[config.mk]
export PLATFORM = sky130hd
export DESIGN_NAME = id_ex_operand_stage
export DESIGN_NICKNAME = d
export VERILOG_FILES = /design/src/rtl/id_ex_operand_stage.sv
export SDC_FILE = /design/constraint.sdc
export NUM_CORES = 1
export LEC_CHECK = 0
export BUFFER_PORTS_ARGS = -buffer_cell sky130_fd_sc_hd__buf_2
export CAP_MARGIN = 20
export CELL_PAD_IN_SITES_DETAIL_PLACEMENT = 1
export CELL_PAD_IN_SITES_GLOBAL_PLACEMENT = 1
export CORE_ASPECT_RATIO = 0.9
export CORE_MARGIN = 2
export CORE_UTILIZATION = 39
export CTS_CLUSTER_SIZE = 20
export DETAILED_ROUTE_END_ITERATION = 10
export HOLD_SLACK_MARGIN = 0.12
export PLACE_DENSITY = 0.94
export REMOVE_ABC_BUFFERS = 1
export SKIP_LAST_GASP = 1
export SYNTH_ARGS = -nofsm -noshare
export SYNTH_HDL_FRONTEND = slang
export SYNTH_SLANG_ARGS = --single-unit
[constraint.sdc]
create_clock -name clk -period 7.6 [get_ports clk]
set_input_delay 1.14 -clock clk [delete_from_list [all_inputs] [get_ports clk]]
set_output_delay 1.14 -clock clk [all_outputs]
set_load 0.02 [all_outputs]
[src/rtl/id_ex_operand_stage.sv]
// ID/EX boundary: resolves rs/rt operands (r0, forward, regfile), freezes them across
// ID stalls, registers the instruction into EX and raises load-use stall requests.
module id_ex_operand_stage #(
  parameter int unsigned LOAD_LAT = 1
) (
  input  logic        clk,
  input  logic        rst,
  input  logic        flush,
  input  logic [5:0]  stall,
  input  logic        id_valid,
  input  logic [31:0] id_pc,
  input  logic        id_rs_re,
  input  logic        id_rt_re,
  input  logic [4:0]  id_rs_raddr,
  input  logic [4:0]  id_rt_raddr,
  input  logic [31:0] rs_rdata,
  input  logic [31:0] rt_rdata,
  input  logic        sel_rs_forward_r,
  input  logic        sel_rt_forward_r,
  input  logic [31:0] rs_forward_data_r,
  input  logic [31:0] rt_forward_data_r,
  input  logic [31:0] id_imm32,
  input  logic        id_sel_src2_imm,
  input  logic        id_we,
  input  logic [4:0]  id_waddr,
  input  logic        id_is_load,
  output logic        ex_valid,
  output logic [31:0] ex_pc,
  output logic [31:0] ex_src1,
  output logic [31:0] ex_src2,
  output logic [31:0] ex_rt_data,
  output logic        ex_we,
  output logic [4:0]  ex_waddr,
  output logic        ex_is_load,
  output logic        stallreq_load
);

  localparam logic [2:0] LOAD_CNT_INIT = 3'(LOAD_LAT - 1);

  typedef enum logic {IDLE, WAIT} state_t;

  // Operand index 0 is rs, index 1 is rt.
  logic [4:0]  op_raddr     [2];
  logic [31:0] op_rdata     [2];
  logic [31:0] op_fwd_data  [2];
  logic        op_fwd_sel   [2];
  logic [31:0] op_presented [2];

  assign op_raddr[0]    = id_rs_raddr;
  assign op_raddr[1]    = id_rt_raddr;
  assign op_rdata[0]    = rs_rdata;
  assign op_rdata[1]    = rt_rdata;
  assign op_fwd_data[0] = rs_forward_data_r;
  assign op_fwd_data[1] = rt_forward_data_r;
  assign op_fwd_sel[0]  = sel_rs_forward_r;
  assign op_fwd_sel[1]  = sel_rt_forward_r;

  logic unused_stall_bits;
  assign unused_stall_bits = ^{stall[5:4], stall[1:0]};

  genvar gi;
  generate
    for (gi = 0; gi < 2; gi++) begin : g_operand
      logic [31:0] op_res;
      logic        hold_v_reg;
      logic [31:0] hold_data_reg;

      // r0 wins over a forward select: a stale forward to r0 must never leak.
      assign op_res = (op_raddr[gi] == 5'd0) ? 32'd0 :
                      op_fwd_sel[gi]         ? op_fwd_data[gi] : op_rdata[gi];
      assign op_presented[gi] = hold_v_reg ? hold_data_reg : op_res;

      always_ff @(posedge clk) begin
        if (rst || flush || !stall[2]) begin
          hold_v_reg <= 1'b0;
        end else if (!hold_v_reg) begin
          hold_v_reg    <= 1'b1;
          hold_data_reg <= op_res;
        end
      end
    end
  endgenerate

  always_ff @(posedge clk) begin
    if (rst || flush || (stall[2] && !stall[3])) begin
      ex_valid   <= 1'b0;
      ex_pc      <= 32'd0;
      ex_src1    <= 32'd0;
      ex_src2    <= 32'd0;
      ex_rt_data <= 32'd0;
      ex_we      <= 1'b0;
      ex_waddr   <= 5'd0;
      ex_is_load <= 1'b0;
    end else if (!stall[2]) begin
      ex_valid   <= id_valid;
      ex_pc      <= id_pc;
      ex_src1    <= op_presented[0];
      ex_src2    <= id_sel_src2_imm ? id_imm32 : op_presented[1];
      ex_rt_data <= op_presented[1];
      ex_we      <= id_we & id_valid;
      ex_waddr   <= id_waddr;
      ex_is_load <= id_is_load & id_valid;
    end
  end

  logic       hazard;
  state_t     state_reg, state_next;
  logic [2:0] cnt_reg, cnt_next;

  assign hazard = id_valid & ex_valid & ex_is_load & ex_we & (ex_waddr != 5'd0) &
                  ((id_rs_re & (id_rs_raddr == ex_waddr)) |
                   (id_rt_re & (id_rt_raddr == ex_waddr)));

  always_comb begin
    state_next    = state_reg;
    cnt_next      = cnt_reg;
    stallreq_load = 1'b0;
    if (rst || flush) begin
      state_next = IDLE;
      cnt_next   = 3'd0;
    end else begin
      case (state_reg)
        IDLE: begin
          stallreq_load = hazard;
          if (hazard && (LOAD_LAT > 1)) begin
            state_next = WAIT;
            cnt_next   = LOAD_CNT_INIT;
          end
        end
        WAIT: begin
          stallreq_load = 1'b1;
          cnt_next      = cnt_reg - 3'd1;
          if (cnt_reg <= 3'd1) state_next = IDLE;
        end
        default: state_next = IDLE;
      endcase
    end
  end

  always_ff @(posedge clk) begin
    if (rst) begin
      state_reg <= IDLE;
      cnt_reg   <= 3'd0;
    end else begin
      state_reg <= state_next;
      cnt_reg   <= cnt_next;
    end
  end

endmodule

# --- Word level (Yosys, flattened, before mapping) ---
# Cells that the tools add are included.
totals:
  input_bits: 224
  reg_bits: 205
classes:
  n_lt_le_gt_ge: 1
  reduce_logical: 11
  bitwise_logic: 11
  n_eq_ne: 2
  mux: 11
  addsub: 1
ops:
  columns: ["cell", "n"]
  rows:
  - ["two-way mux 32 bit", 7]
  - ["equality test 5 bit", 2]
  - ["zero test 5 bit", 2]
  - ["bitwise AND 1 bit", 9]
  - ["nonzero test 5 bit", 1]
  - ["less-or-equal comparator 3 x 1 -> 1 bit, second input constant", 1]
  - ["logical OR 1 bit", 3]
  - ["two-way mux 1 bit", 3]
  - ["OR reduction 3 bit", 1]
  - ["subtractor 3 x 1 -> 3 bit, second input constant", 1]
  - ["zero test 1 bit", 2]
  - ["one-hot mux 1 bit (2 select lines)", 1]
  - ["OR reduction 2 bit", 1]
  - ["logical AND 1 bit", 1]
  - ["NOT 1 bit", 1]
  - ["bitwise OR 1 bit", 1]

# --- Depth between registers and ports, before layout ---
logic_depth:
  word_depth: 7
  depth_mapped: 6
  ltp_nobuf: 5

# --- Least setup slack after synthesis ---
# OpenSTA, ideal clock, no wires.
synth_timing:
  path_type: "in2reg"
  startpoint: "in stall[2]"
  endpoint: "reg g_operand[0].hold_data_reg[0], enable pin"
  setup_slack_ns: 2.822
  arrival_ns: 4.291
  required_ns: 7.113
  path_buffers: 2
  cell_stages: 4
  path_cell_list: "inv_2 -> buf_2 -> buf_2 -> nor2_1"
synth_between:
  elab_chain_cells: 2
synth_lines:
  columns: ["element", "line", "rtl"]
  rows:
  - ["start: declaration", "9", "input logic [5:0] stall,"]
  - ["zero test 1 bit", null, null]
  - ["logical OR 1 bit", "74", "if (rst || flush || !stall[2]) begin"]
  - ["end signal: assignment", "78", "hold_data_reg <= op_res;"]
  - ["end: declaration", "66", "logic [31:0] hold_data_reg;"]
# No other way between the ends.
# A chain may end at the register's enable or synchronous reset.

# --- Final worst setup path ---
layout_timing:
  startpoint: "in id_rs_raddr[0]"
  endpoint: "out stallreq_load"
layout_between:
  elab_chain_cells: 6
layout_lines:
  columns: ["element", "line", "rtl"]
  rows:
  - ["start: declaration", "14", "input logic [4:0] id_rs_raddr,"]
  - ["equality test 5 bit", "111", "((id_rs_re & (id_rs_raddr == ex_waddr)) |"]
  - ["bitwise AND 1 bit", "111", null]
  - ["bitwise OR 1 bit", "111", null]
  - ["bitwise AND 1 bit", "110", "assign hazard = id_valid & ex_valid & ex_is_load & ex_we & (ex_waddr != 5'd0) &"]
  - ["one-hot mux 1 bit (2 select lines)", "122", "case (state_reg)"]
  - ["two-way mux 1 bit", "118", "if (rst || flush) begin"]
  - ["end: declaration", "35", "output logic stallreq_load"]
# No other way between the ends.

==> metrics.md <==
| Metric | Value |
|---|---|
| Status | `complete, no violations` |
| Most frequent CP cell | `buf_2` |
| Mapped Area | `8850 um2` |
| Mapped Avg Cell Area | `10.6 um2` |
| FF-to-FF setup slack | `5480 ps` |
| Post-CTS setup buffers | `0` |
| Largest register FFs | `64` |
| Die height | `147 um` |
| Routed WL per cell | `18.8 um` |
| HPWL Detailed | `19.3 mm` |
| Unrepaired setup endpoints after global routing | `no` |
| DRC | `0` |
| CP max stage delay | `330 ps` |
| R2R Path End | `ex_rt_data[29]` |
| Max Cap Viol | `0` |
| Design area | `11500 um2` |
| Sequential share of the synthesized area | `53.6%` |
| Syn Inst Count | `835` |
| Storage cell area | `4750 um2` |
| Final number of setup-violating endpoints | `0` |
| VDD IR max | `0.147 mV` |
| Drt via density | `5.04` |
| DP Worst Slack | `3560 ps` |
| Largest net degree at the start of global routing | `80` |
| GP Congestion | `0.809` |
| Pwr dens | `219 nW/um2` |
| Worst-margin pin slew | `1110 ps` |
| Core area | `22400 um2` |
| Min-delay src | `cnt_reg[1]` |
| Final net count | `1394` |
| Most common cell after layout, fill and taps aside | `buf_2` |
| CTS Hold Bufs | `0` |
| Cell Rows | `52` |
| Post-route ant nets | `0` |
| Worst min path class | `reg -> reg` |
| Area grow syn2layout | `29.8%` |
| Filler Cell Count | `2612` |
| P_leak | `5.58 nW` |
| Area of the multi-input gates | `3840 um2` |
| WHS | `484 ps` |
| Crit path time final | `3610 ps` |
| Reg2reg start | `g_operand[1].hold_v_reg` |
| Clock Path Buffers | `3` |
| Die Wd | `163 um` |
| Distinct cell type count after synthesis | `33` |
| Worst-path clk slew | `50 ps` |
| Nature of the critical path startpoint | `input pin` |
| CTS sink count | `205` |
| Number of H-tree levels | `1` |
| Setup CP Type | `in -> out` |
| Vias in the first global route | `8027` |
| Clk_skew | `11.0 ps` |
| Total grt overflow | `0` |
| Worst path bufs/invs | `2` |
| Crit path capture type | `output pin` |
| Slew Limit Fails | `0` |
| I/O Buffers | `356` |
| Area of placed instances | `10800 um2` |
| WHS Endpoint | `cnt_reg[1]` |
| Drt pass-1 iters | `5` |
| Slowest-stage cell, CP | `o41ai_1` |
| Post_cts resized | `0` |
| Starting density of the core | `39.6%` |
| Final hold vios | `0` |
| CTS tree | `built` |
| Final period utilization | `47.5%` |
| First-pass GRT wire length | `42.5 mm` |
| Leading cell types in the layout, fill and taps excluded | `buf_2, mux2i_1, dfxtp_1` |
| WHS Path Cells | `2` |
| Routed WL | `27.8 mm` |
| Syn. warnings | `0` |
| Die outline area | `23900 um2` |
| Relative slew margins | `26.1%` |
| CP top delay family | `simple AND/OR/NAND/NOR gates` |
| Clock Latency Late Sink | `500 ps` |
| DR vias | `7467` |
| Fin Setup TNS | `0 ps` |
| CP max FO | `2` |
| CTS Buf Count | `23` |
| R2R depth | `5` |
| I/O Pins | `361` |
| Initial drt markers | `314` |
| Tot GR Track Use | `22.5%` |
| Layout cells sized above 1 | `39.4%` |
| Yosys reg bits | `205` |
| Worst-path cell chain | `buf_2, xor2_1, nor4_1, and3_1, a31oi_1, o41ai_1, buf_2` |
| Peak Freq | `0.277 GHz` |
| Post-route worst setup slack | `3990 ps` |
| Initial antenna violation count | `0` |
| Root Buffer | `clkbuf_16` |
| CP required | `6460 ps` |
| CP arrival | `2470 ps` |
[cell families after synthesis]
logic type	count (synthesis)	share of synthesized area, %
AOI/OAI and AO/OA	137	11.6
xor gates and xnor gates	12	1.19
adders and majority gates	2	0.283
buffers and inverters	60	3.38
DFF	205	53.6
muxes	165	18.7
and+or+nand+nor	254	11.3
[synthesized netlist by cell type]
cell        n  share of area, %
or2_2       1             0.071
o211ai_1    1             0.085
o21ai_1     1             0.056
mux2i_1   165                19
ha_1        2              0.28
and3_1      1             0.071
a31oi_1     1             0.071
buf_1       1             0.042
or4_1       1             0.085
nand2_1   130               5.5
xor2_1      9              0.89
nor2b_1     2              0.14
clkbuf_1   27               1.1
o21ai_2    60               5.9
inv_2       1             0.042
nor2_1    112               4.7
nand4_1     2              0.14
a211oi_1    1             0.085
buf_6       6              0.76
a22oi_1     2              0.17
o21bai_4    2              0.42
nor3_2      1              0.11
o41ai_1     1             0.099
or4_4       2              0.25
xnor2_1     3              0.30
edfxtp_1   64                22
o21ai_0     4              0.23
buf_2      23               1.3
inv_1       2             0.085
nor4_1      2              0.14
a21o_1     31               2.6
a21oi_1    33               1.9
dfxtp_1   141                32
[metrics by stage]
step | util [%] | total power [mW] | instances
6_report | 51.4 | 2.52 | 1483
2_1_floorplan | - | 1.39 | 778
5_1_grt | 51.3 | 2.61 | 1481
3_5_place_dp | 48.4 | 1.54 | 1440
3_3_place_gp | 48.4 | 1.52 | 1440
4_1_cts | 51.3 | 2.54 | 1481
[layout make-up]
type / instances / area share [%]
antenna: 2 / 0.0435
clock buffer: 31 / 5.36
clock inverter: 10 / 0.403
inverter: 3 / 0.120
multi-input combinational: 570 / 33.4
sequential: 205 / 41.3
tap: 297 / 3.23
timing repair buffer: 365 / 16.1
[worst max-delay path by stage]
stage	start	to	slack, ps	depth (start not counted)
6_report	id_rs_raddr[0]	stallreq_load	3990	7
5_1_grt	stall[2]	ex_src2[10]	3880	7
4_1_cts	id_rs_raddr[0]	stallreq_load	3980	7
3_5_place_dp	stall[2]	ex_src2[10]	3560	7
3_3_place_gp	stall[2]	ex_src2[21]	3600	7
2_1_floorplan	stall[2]	ex_src2[30]	690	3
[metal layers]
layer / vias up / GRT usage, % / routed length (um)
met4: 0 / 9.16 / 1080
li1: 3568 / - / -
met5: - / 0 / 0
met2: 245 / 41.3 / 14300
met1: 3585 / 25.6 / 11100
met3: 69 / 3.95 / 1350
[where the power goes]
group	internal (mW)	leakage, nW	switching [mW]
logic	0.133	3.52	0.193
clock network	0.565	0.331	0.441
registers	1.17	1.74	0.0169
total	1.87	5.58	0.651
[tightest hold or removal path: cells and delay by family (launching register included)]
family | cells | cell delay, ps
DFF | 1 | 310
and+or+nand+nor | 1 | 80
AOI/OAI and AO/OA | 1 | 50
(Power assumes the default switching activity.)
